### config.mk
export PLATFORM = sky130hd
export DESIGN_NAME = hcsr04_echo_emulator
export DESIGN_NICKNAME = d
export VERILOG_FILES = /design/src/rtl/hcsr04_echo_emulator.sv
export SDC_FILE = /design/constraint.sdc
export NUM_CORES = 1
export LEC_CHECK = 0
export ABC_AREA = 1
export ABC_CLOCK_PERIOD_IN_PS = 2090
export BUFFER_PORTS_ARGS = -buffer_cell sky130_fd_sc_hd__buf_2
export CAP_MARGIN = 10
export CORE_MARGIN = 3
export CORE_UTILIZATION = 30
export DETAILED_ROUTE_END_ITERATION = 10
export HOLD_SLACK_MARGIN = 0.12
export PLACE_DENSITY_LB_ADDON = 0.1
export SETUP_SLACK_MARGIN = 0.4
export SLEW_MARGIN = 40
export SYNTH_ARGS = -nofsm -noshare
export SYNTH_HDL_FRONTEND = slang
export SYNTH_SLANG_ARGS = --single-unit
### constraint.sdc
create_clock -name clk -period 2.09 [get_ports clk]
set_clock_uncertainty 0.15 [all_clocks]
set_input_delay 0.627 -clock clk [delete_from_list [all_inputs] [get_ports clk]]
set_output_delay 0.627 -clock clk [all_outputs]
set_load 0.1 [all_outputs]
### src/rtl/hcsr04_echo_emulator.sv
// rtl/hcsr04_echo_emulator.sv - HC-SR04 ultrasonic sensor emulator (trig in, echo out); optional jitter via ECHO_JITTER_EN
module hcsr04_echo_emulator #(
    parameter int unsigned CLK_FREQ_HZ   = 50000000,
    parameter int unsigned TRIG_MIN_US   = 10,
    parameter int unsigned ECHO_DELAY_US = 450,
    parameter int unsigned US_PER_CM     = 58,
    parameter int unsigned MAX_CM        = 400,
    parameter int unsigned NO_ECHO_US    = 38000,
    parameter int unsigned HOLDOFF_US    = 10000
) (
    input  logic        clk,
    input  logic        reset_n,
    input  logic        enable,
    input  logic        trig,
    input  logic [9:0]  dist_cm,
    output logic        echo,
    output logic        busy,
    output logic        trig_err,
    output logic [15:0] meas_count
);

    localparam int unsigned CYC_PER_US = CLK_FREQ_HZ / 1000000;
    localparam int unsigned TRIG_CYC   = TRIG_MIN_US * CYC_PER_US;
    localparam int unsigned DLY_CYC    = ECHO_DELAY_US * CYC_PER_US;
    localparam int unsigned HOLD_CYC   = HOLDOFF_US * CYC_PER_US;
    localparam int unsigned NOECHO_CYC = NO_ECHO_US * CYC_PER_US;
    // Longest in-range echo, including the largest possible jitter of 7 us
    localparam int unsigned MAXW_CYC   = (MAX_CM * US_PER_CM + 7) * CYC_PER_US;
    localparam int unsigned M_A = (NOECHO_CYC > MAXW_CYC) ? NOECHO_CYC : MAXW_CYC;
    localparam int unsigned M_B = (M_A > DLY_CYC) ? M_A : DLY_CYC;
    localparam int unsigned M_C = (M_B > HOLD_CYC) ? M_B : HOLD_CYC;
    localparam int unsigned M_D = (M_C > TRIG_CYC) ? M_C : TRIG_CYC;
    localparam int unsigned CNT_W = $clog2(M_D + 1);

    localparam logic [2:0] S_IDLE      = 3'd0;
    localparam logic [2:0] S_TRIG_HIGH = 3'd1;
    localparam logic [2:0] S_DELAY     = 3'd2;
    localparam logic [2:0] S_ECHO      = 3'd3;
    localparam logic [2:0] S_HOLDOFF   = 3'd4;

    logic             sync1_q;
    logic             trig_s_q;
    logic             trig_prev_q;
    logic [2:0]       state_q, state_d;
    logic [CNT_W-1:0] cnt_q, cnt_d;
    logic [CNT_W-1:0] target_q, target_d;
    logic             echo_q;
    logic             busy_q;
    logic             trig_err_q, trig_err_d;
    logic [15:0]      meas_q;
    logic             accept;
    logic [31:0]      w_us;
    logic             rise, fall;

`ifdef ECHO_JITTER_EN
    logic [15:0]      lfsr_q;
`endif

    assign rise = trig_s_q & ~trig_prev_q;
    assign fall = ~trig_s_q & trig_prev_q;

    // Echo width in microseconds for the distance currently presented
    always_comb begin
        w_us = NO_ECHO_US;
        if (dist_cm != 10'd0 && 32'(dist_cm) <= MAX_CM) begin
`ifdef ECHO_JITTER_EN
            w_us = 32'(dist_cm) * US_PER_CM + 32'(lfsr_q[2:0]);
`else
            w_us = 32'(dist_cm) * US_PER_CM;
`endif
        end
    end

    // Next-state logic; enable low aborts everything back to IDLE
    always_comb begin
        state_d    = state_q;
        cnt_d      = cnt_q;
        target_d   = target_q;
        trig_err_d = 1'b0;
        accept     = 1'b0;
        if (!enable) begin
            state_d  = S_IDLE;
            cnt_d    = '0;
            target_d = '0;
        end else begin
            case (state_q)
                S_IDLE: begin
                    if (rise) begin
                        state_d = S_TRIG_HIGH;
                        cnt_d   = '0;
                    end
                end
                S_TRIG_HIGH: begin
                    if (fall) begin
                        cnt_d = '0;
                        if (cnt_q >= CNT_W'(TRIG_CYC)) begin
                            state_d  = S_DELAY;
                            target_d = CNT_W'(w_us * CYC_PER_US);
                            accept   = 1'b1;
                        end else begin
                            state_d    = S_IDLE;
                            trig_err_d = 1'b1;
                        end
                    end else if (cnt_q < CNT_W'(TRIG_CYC)) begin
                        cnt_d = cnt_q + 1'b1;
                    end
                end
                S_DELAY: begin
                    if (cnt_q == CNT_W'(DLY_CYC - 1)) begin
                        state_d = S_ECHO;
                        cnt_d   = '0;
                    end else begin
                        cnt_d = cnt_q + 1'b1;
                    end
                end
                S_ECHO: begin
                    if (cnt_q == target_q - 1'b1) begin
                        state_d = S_HOLDOFF;
                        cnt_d   = '0;
                    end else begin
                        cnt_d = cnt_q + 1'b1;
                    end
                end
                S_HOLDOFF: begin
                    if (cnt_q == CNT_W'(HOLD_CYC - 1)) begin
                        state_d = S_IDLE;
                        cnt_d   = '0;
                    end else begin
                        cnt_d = cnt_q + 1'b1;
                    end
                end
                default: begin
                    state_d = S_IDLE;
                    cnt_d   = '0;
                end
            endcase
        end
    end

    // Trig synchroniser plus the previous-value flop for edge detection
    always_ff @(posedge clk or negedge reset_n) begin
        if (!reset_n) begin
            sync1_q     <= 1'b0;
            trig_s_q    <= 1'b0;
            trig_prev_q <= 1'b0;
        end else begin
            sync1_q     <= trig;
            trig_s_q    <= sync1_q;
            trig_prev_q <= trig_s_q;
        end
    end

    // State, counters and registered outputs (echo/busy follow the state one cycle later)
    always_ff @(posedge clk or negedge reset_n) begin
        if (!reset_n) begin
            state_q    <= S_IDLE;
            cnt_q      <= '0;
            target_q   <= '0;
            echo_q     <= 1'b0;
            busy_q     <= 1'b0;
            trig_err_q <= 1'b0;
            meas_q     <= 16'd0;
        end else begin
            state_q    <= state_d;
            cnt_q      <= cnt_d;
            target_q   <= target_d;
            trig_err_q <= trig_err_d;
            echo_q     <= enable && (state_q == S_ECHO);
            busy_q     <= enable && (state_q == S_DELAY || state_q == S_ECHO ||
                                     state_q == S_HOLDOFF);
            if (echo_q && state_q == S_HOLDOFF) begin
                meas_q <= meas_q + 16'd1;
            end
        end
    end

`ifdef ECHO_JITTER_EN
    // Jitter source: Fibonacci LFSR x^16+x^14+x^13+x^11, stepped after each accepted trigger
    always_ff @(posedge clk or negedge reset_n) begin
        if (!reset_n) begin
            lfsr_q <= 16'hACE1;
        end else if (accept) begin
            lfsr_q <= {lfsr_q[14:0], lfsr_q[15] ^ lfsr_q[13] ^ lfsr_q[12] ^ lfsr_q[10]};
        end
    end
`endif

    assign echo       = echo_q;
    assign busy       = busy_q;
    assign trig_err   = trig_err_q;
    assign meas_count = meas_q;

endmodule

==> out/metrics.csv, run 1 <==
stage,metric,value,unit
global_route,grt_pass1_wl,31880,µm
timing,maxSlewViolCount,0,
timing,fmaxAchievable,188.2,MHz
die,initial_core_util,30.63,%
clocking,clock-root-buffer,clkbuf_16,
synth,yosysUniqueCellTypes,49,
worst_setup_path,critical-path-top-delay-family,adder cells,
status,violations,setup timing,
drt,drt_iter0_markers,232,
die,dieHeight,155.7,µm
clocking,clockBufferDepth,2,
timing,final_hold_viol_count,0,
global_route,grtUsageTotal,16.15,%
worst_setup_path,critical_path.most_common_cell,inv_2,
synth,ys_async_sr_fraction,100.0,%
synth,netlist_area,0.006726,mm²
synth,yosys_warnings,0,
drt,vias,6452,
status,outcome,"complete, but fails checks",
power,ir_worst_vdd,1.430,mV
worst_setup_path,critPathLaunchType,input port,
timing,slew_headroom,67.92,%
worst_setup_path,crit_fanout,4,
worst_setup_path,critPathRequiredTime,2.18,ns
placement,io_buffers,32,
global_route,grt.overflow.total,0,
timing,rsz0062_at_grt,yes,
clocking,cts_buffers,9,
synth,synth-edff-count,0,
layout,layout-drive-gt1-share,48.11,%
timing,fin_ws,-3.224,ns
clocking,ctsHoldBuffers,0,
synth,syn_avg_cell_area,7.785,µm²
synth,yosysMostFrequentCell,nand2_1,
die,fp.dieW,155.7,µm
synth,synth_flop_cell,dfrtp_1,
layout,antenna_cells,0,
die,rows,54,
timing,hold-worst-slack,0.1262,ns
placement,place_inst,1347,
timing,max_slew.worst_pin.slew,0.4768,ns
synth,yosys-top-cells-area,"dfrtp_1, ha_1, nand2_1, inv_1, fa_1",
global_route,grt_max_degree,66,
timing,finalSetupViolCount,40,
drt,wl_per_cell,13.27,µm
timing,period_share,254.3,%
power,pwr_density_cell,1130,mW/mm²
worst_setup_path,crit_slowest_cell,fa_1,
layout,fin_area,0.01105,mm²
layout,fillCellCount,2081,
global_route,grt_pass1_vias,6602,
clocking,clock_latency,0.35,ns
worst_setup_path,worstSetupPathType,input port to register,
synth,yosys.area.top_type,dfrtp_1,
layout,nets,1263,
clocking,cts.sink_count,65,
power,p_leak,5.368,nW
hold_path,hp-class,input port to asynchronous set/reset pin,
placement,hpwl,14110,µm
synth,ys_seq_area_share,24.18,%
drt,dr.pass1.iters,4,
layout,fin_cells,1419,
placement,place_ws,-3.929,ns
die,core_area,0.02196,mm²
placement,placed_cell_area,0.008999,mm²
layout,multi_input_area,0.005554,mm²
drt,ant_nets,0,
synth,synth_common_cells,"nand2_1, inv_1, ha_1",
drt,wl,18840,µm
global_route,antenna_found_initial,0,
worst_setup_path,arrival,5.40,ns
layout,seqCellArea,0.001659,mm²
placement,gp_congestion,0.7962,
die,pin_count,33,
synth,ys_ff_latch,65,
drt,drc,0,
clocking,path_clk_slew,0.06,ns
power,power,12.49,mW
clocking,h-tree-depth,3,
die,dieArea,0.02425,mm²
worst_setup_path,end_kind,register,
worst_setup_path,cp_num_buf_inv,7,
layout,area_growth,64.23,%
timing,post-route-min-period,5.314,ns
synth,syn-num-nets,993,
drt,via_per_inst,4.547,
worst_setup_path,slowest_delay,0.54,ns
clocking,cts_tree,done,
synth,synth_top_area_share,24.18,%
job,maxCapViolCount,0,
synth,synth_cells,864,
layout by cell type, fill, tap and decap left out, types with 17 or more instances in the layout:
master	count
buf_4	204
nand2_1	137
inv_1	108
ha_1	50
nor2_1	49
dfrtp_1	47
nand3_1	39
ha_4	37
xor2_1	36
o21ai_2	33
inv_2	31
buf_6	30
buf_12	26
fa_1	24
a21oi_2	19
nand2_2	17
xnor2_1	17
where the power goes:
| part | switching, mW | internal (mW) | total [mW] | leakage, nW |
|---|---|---|---|---|
| sequential | 0.0113 | 1.27 | 1.28 | 0.868 |
| clock | 0.616 | 1.05 | 1.66 | 0.149 |
| combinational | 4.63 | 4.91 | 9.54 | 4.35 |
cells by family after synthesis:
| logic type | share of synthesized area, % |
|---|---|
| and+or+nand+nor | 23.72 |
| buffers and inverters | 9.486 |
| AOI/OAI and AO/OA | 11.24 |
| adders and majority gates | 24.18 |
| DFF | 24.18 |
| xor gates and xnor gates | 7.031 |
| muxes | 0.1674 |
stage by stage:
stage	util, %	TNS [ns]
floorplan	-	-42.26
detailed placement	40.98	-58.03
finish	50.31	-47.37
global placement	40.98	-56.92
CTS	48.63	-46.90
global route	50.31	-55.48
worst paths after layout:
kind,slack [ns],end,startpoint,cells past startpoint
worst max-delay path,-3.22,target_q[19]$_DFFE_PN0P_,dist_cm[4],30
worst min-delay path,0.13,target_q[2]$_DFFE_PN0P_,reset_n,2
worst max register to register,-0.32,cnt_q[12]$_DFFE_PN0P_,target_q[3]$_DFFE_PN0P_,17
worst min register to register,0.20,trig_s_q$_DFF_PN0_,sync1_q$_DFF_PN0_,0
max in group asynchronous,1.31,echo$_DFF_PN0_,reset_n,2
min in group clk,0.20,trig_s_q$_DFF_PN0_,sync1_q$_DFF_PN0_,0
registers in the layout, indices dropped and copies added, names as in the netlist:
register / count
sync1_q: 1
trig_s_q: 1
meas_count: 16
busy: 1
echo: 1
state_q: 3
trig_prev_q: 1
target_q: 19
trig_err: 1
cnt_q: 21
final cells by class:
cell class	count	share of cell area, %
Clock buffer	10	2.073
Clock inverter	6	0.8382
Inverter	149	5.448
Multi-Input combinational cell	636	50.28
Sequential cell	65	15.02
Tap cell	280	3.171
Timing Repair Buffer	273	23.17
timing repair:
| action | 4_1_cts | 5_1_grt |
|---|---|---|
| hold endpoints to repair | 0 | 0 |
| pin swaps | 100 | 28 |
| endpoints found under the setup margin | 70 | 72 |
| gates resized for setup | 242 | 70 |
| cloned | 3 | 0 |
| setup buffers | 41 | 12 |
layer usage:
metal / vias to the layer above / wire length (µm) / track usage (%)
met5: - / 0 / 0
met1: 3058 / 8945 / 21.02
met2: 40 / 9388 / 28.33
met3: 14 / 278 / 2.219
li1: 3340 / - / -
met4: 0 / 225 / 4.037
(Power assumes the default switching activity.)
==> inputs of run 2 (changes only) <==
--- a/config.mk
+++ b/config.mk
@@ -7,13 +7,15 @@
 export LEC_CHECK = 0
 export ABC_AREA = 1
 export ABC_CLOCK_PERIOD_IN_PS = 2090
-export BUFFER_PORTS_ARGS = -buffer_cell sky130_fd_sc_hd__buf_2
+export BUFFER_PORTS_ARGS = -buffer_cell sky130_fd_sc_hd__buf_4
 export CAP_MARGIN = 10
 export CORE_MARGIN = 3
 export CORE_UTILIZATION = 30
+export CTS_CLUSTER_DIAMETER = 120
 export DETAILED_ROUTE_END_ITERATION = 10
 export HOLD_SLACK_MARGIN = 0.12
 export PLACE_DENSITY_LB_ADDON = 0.1
+export RECOVER_POWER = 50
 export SETUP_SLACK_MARGIN = 0.4
 export SLEW_MARGIN = 40
 export SYNTH_ARGS = -nofsm -noshare
==> out/metrics.csv, run 2 (synthesis gave the netlist of run 1 again) <==
stage,metric,value,unit,change
die,fp.dieW,155.7,µm,unchanged
global_route,grtUsageMet3,1.831,%,was 2.219%
placement,gp_congestion,0.8016,,was 0.7962
timing,period_share,256.8,%,was 254.3%
timing,rsz0062_at_grt,yes,,unchanged
die,rows,54,,unchanged
hold_path,min_path_cells,0,,
clocking,path_clk_slew,0.06,ns,about the same
clocking,clock-root-buffer,clkbuf_16,,unchanged
drt,drc,0,,unchanged
global_route,busiest_layer,met2,,unchanged
drt,ant_nets,0,,unchanged
clocking,cts_buffers,9,,unchanged
power,p_leak,5.326,nW,was 5.368 nW
clocking,h-tree-depth,3,,unchanged
drt,drt_iter0_markers,169,,was 232
layout,largest_register_ffs,21,,unchanged
die,dieArea,0.02425,mm²,unchanged
clocking,clock_latency,0.34,ns,was 0.35 ns
timing,post-route-min-period,5.367,ns,was 5.314 ns
global_route,grt.overflow.total,0,,unchanged
power,pwr_density_cell,1127,mW/mm²,was 1130 mW/mm²
layout,fillCellCount,2074,,"was 2,081"
drt,dr.pass1.iters,4,,unchanged
status,violations,setup timing,,unchanged
clocking,ctsHoldBuffers,0,,unchanged
timing,final_hold_viol_count,0,,unchanged
clocking,cts_tree,done,,unchanged
status,outcome,"complete, but fails checks",,unchanged
drt,via_per_inst,4.474,,was 4.547
drt,wl,18640,µm,"was 18,840 µm"
worst_setup_path,crit_slowest_cell,fa_1,,unchanged
global_route,grt_pass1_wl,31840,µm,"was 31,880 µm"
die,pin_count,33,,unchanged
worst_setup_path,critPathRequiredTime,2.15,ns,was 2.18 ns
placement,io_buffers,32,,unchanged
layout,area_growth,63.34,%,was 64.23%
global_route,grtUsageTotal,16.05,%,was 16.15%
global_route,grt_max_degree,66,,unchanged
timing,slew_headroom,38.20,%,was 67.92%
worst_setup_path,critPathLaunchType,input port,,unchanged
worst_setup_path,end_kind,register,,unchanged
placement,hpwl,14060,µm,"was 14,110 µm"
worst_setup_path,crit_fanout,4,,unchanged
worst_setup_path,slowest_delay,0.49,ns,was 0.54 ns
clocking,clockBufferDepth,2,,unchanged
job,maxCapViolCount,0,,unchanged
layout,nets,1273,,"was 1,263"
die,initial_core_util,30.63,%,unchanged
worst_setup_path,arrival,5.43,ns,was 5.40 ns
timing,finalSetupViolCount,40,,unchanged
global_route,grtUsageMet1,21.23,%,was 21.02%
drt,vias,6393,,"was 6,452"
timing,hold-worst-slack,0.1982,ns,was 0.1262 ns
layout,fin_util,50.03,%,was 50.31%
layout,mostFrequentLayoutCells,"buf_4, nand2_1, inv_1",,unchanged
global_route,met2_usage,28.10,%,was 28.33%
layout,antenna_cells,0,,unchanged
layout,final_common_cell,buf_4,,unchanged
timing,fmaxAchievable,186.3,MHz,was 188.2 MHz
timing,fin_ws,-3.277,ns,was -3.224 ns
hold_path,hp-class,register to register,,was input port to asynchronous set/reset pin
die,core_area,0.02196,mm²,unchanged
timing,max_slew.worst_pin.slew,0.9270,ns,was 0.4768 ns
clocking,cts.sink_count,65,,unchanged
global_route,antenna_found_initial,0,,unchanged
power,ir_worst_vdd,1.782,mV,was 1.430 mV
layout,layout-drive-gt1-share,48.65,%,was 48.11%
layout,regMostFlops,cnt_q,,unchanged
global_route,grt_pass1_vias,6579,,"was 6,602"
die,dieHeight,155.7,µm,unchanged
drt,wl_per_cell,13.05,µm,was 13.27 µm
worst_setup_path,r2r_cells,15,,was 17
worst_setup_path,worstSetupPathType,input port to register,,unchanged
timing,maxSlewViolCount,0,,unchanged
-- run 2: cell count changes in the layout (fill, tap and decap cells not counted), moves of 5 or more --
cell,change
buf_4,+21
buf_2,-5
o21ai_1,+9
nand2_4,-6
ha_4,+5
-- run 2: area by class of cell --
type                    count  area, µm²  area share, %
inverters                 149      596.8          5.432
repair buffers            283       2559          23.29
clock inverters             5      32.53         0.2961
well taps                 280      350.3          3.189
flip-flops and latches     65       1660          15.11
multi-input cells         636       5555          50.56
clock buffers              11      232.7          2.118
-- run 2: layer usage --
metal / routed length (µm) / share of wire [%] / vias to the layer above
met2: 9245 / 50 / 32
met5: 0 / 0 / -
li1: - / - / 3366
met4: 235 / 1.3 / 0
met1: 8944 / 48 / 2980
met3: 216 / 1.2 / 15
-- run 2: timing repair --
| action | in CTS | in global routing |
|---|---|---|
| endpoints found under the hold margin | 0 | 0 |
| setup buffers | 34 | 25 |
| resized for setup | 200 | 76 |
| cloned | 3 | 0 |
| pin swaps | 105 | 62 |
| setup endpoints to repair | 71 | 73 |
-- run 2: critical path, delay by kind of cell --
family	cells	cell delay, ns
compound gates	6	0.88
fa+ha+maj	8	2.70
buf+inv	12	0.94
simple gates	3	0.28
-- run 2: final timing paths --
kind,start,to,slack (ns)
setup / recovery,dist_cm[4],target_q[17]$_DFFE_PN0P_,-3.28
hold / removal,sync1_q$_DFF_PN0_,trig_s_q$_DFF_PN0_,0.20
setup reg to reg,target_q[3]$_DFFE_PN0P_,cnt_q[6]$_DFFE_PN0P_,-0.21
hold reg to reg,sync1_q$_DFF_PN0_,trig_s_q$_DFF_PN0_,0.20
max in group asynchronous,reset_n,meas_count[2]$_DFFE_PN0P_,0.68
min in group asynchronous,reset_n,cnt_q[2]$_DFFE_PN0P_,0.41
-- run 2: per-stage QoR --
stage / TNS, ns / instance area (µm²) / setup WS, ns / total power [mW] / cells
detailed placement: -57.82 / 9096 / -4.008 / 8.478 / 1351
CTS: -46.12 / 10500 / -3.309 / 11.42 / 1404
global placement: -57.41 / 9096 / -3.996 / 8.524 / 1351
finish: -45.55 / 10990 / -3.277 / 12.38 / 1429
global route: -53.60 / 10990 / -3.606 / 13.62 / 1429
floorplan: -42.26 / 7122 / -3.374 / 6.145 / 864
-- run 2: report_power, final --
part	leakage (nW)	internal (mW)	switching, mW
logic	4.34	4.99	4.73
clock network	0.122	0.798	0.574
registers	0.866	1.27	0.0100
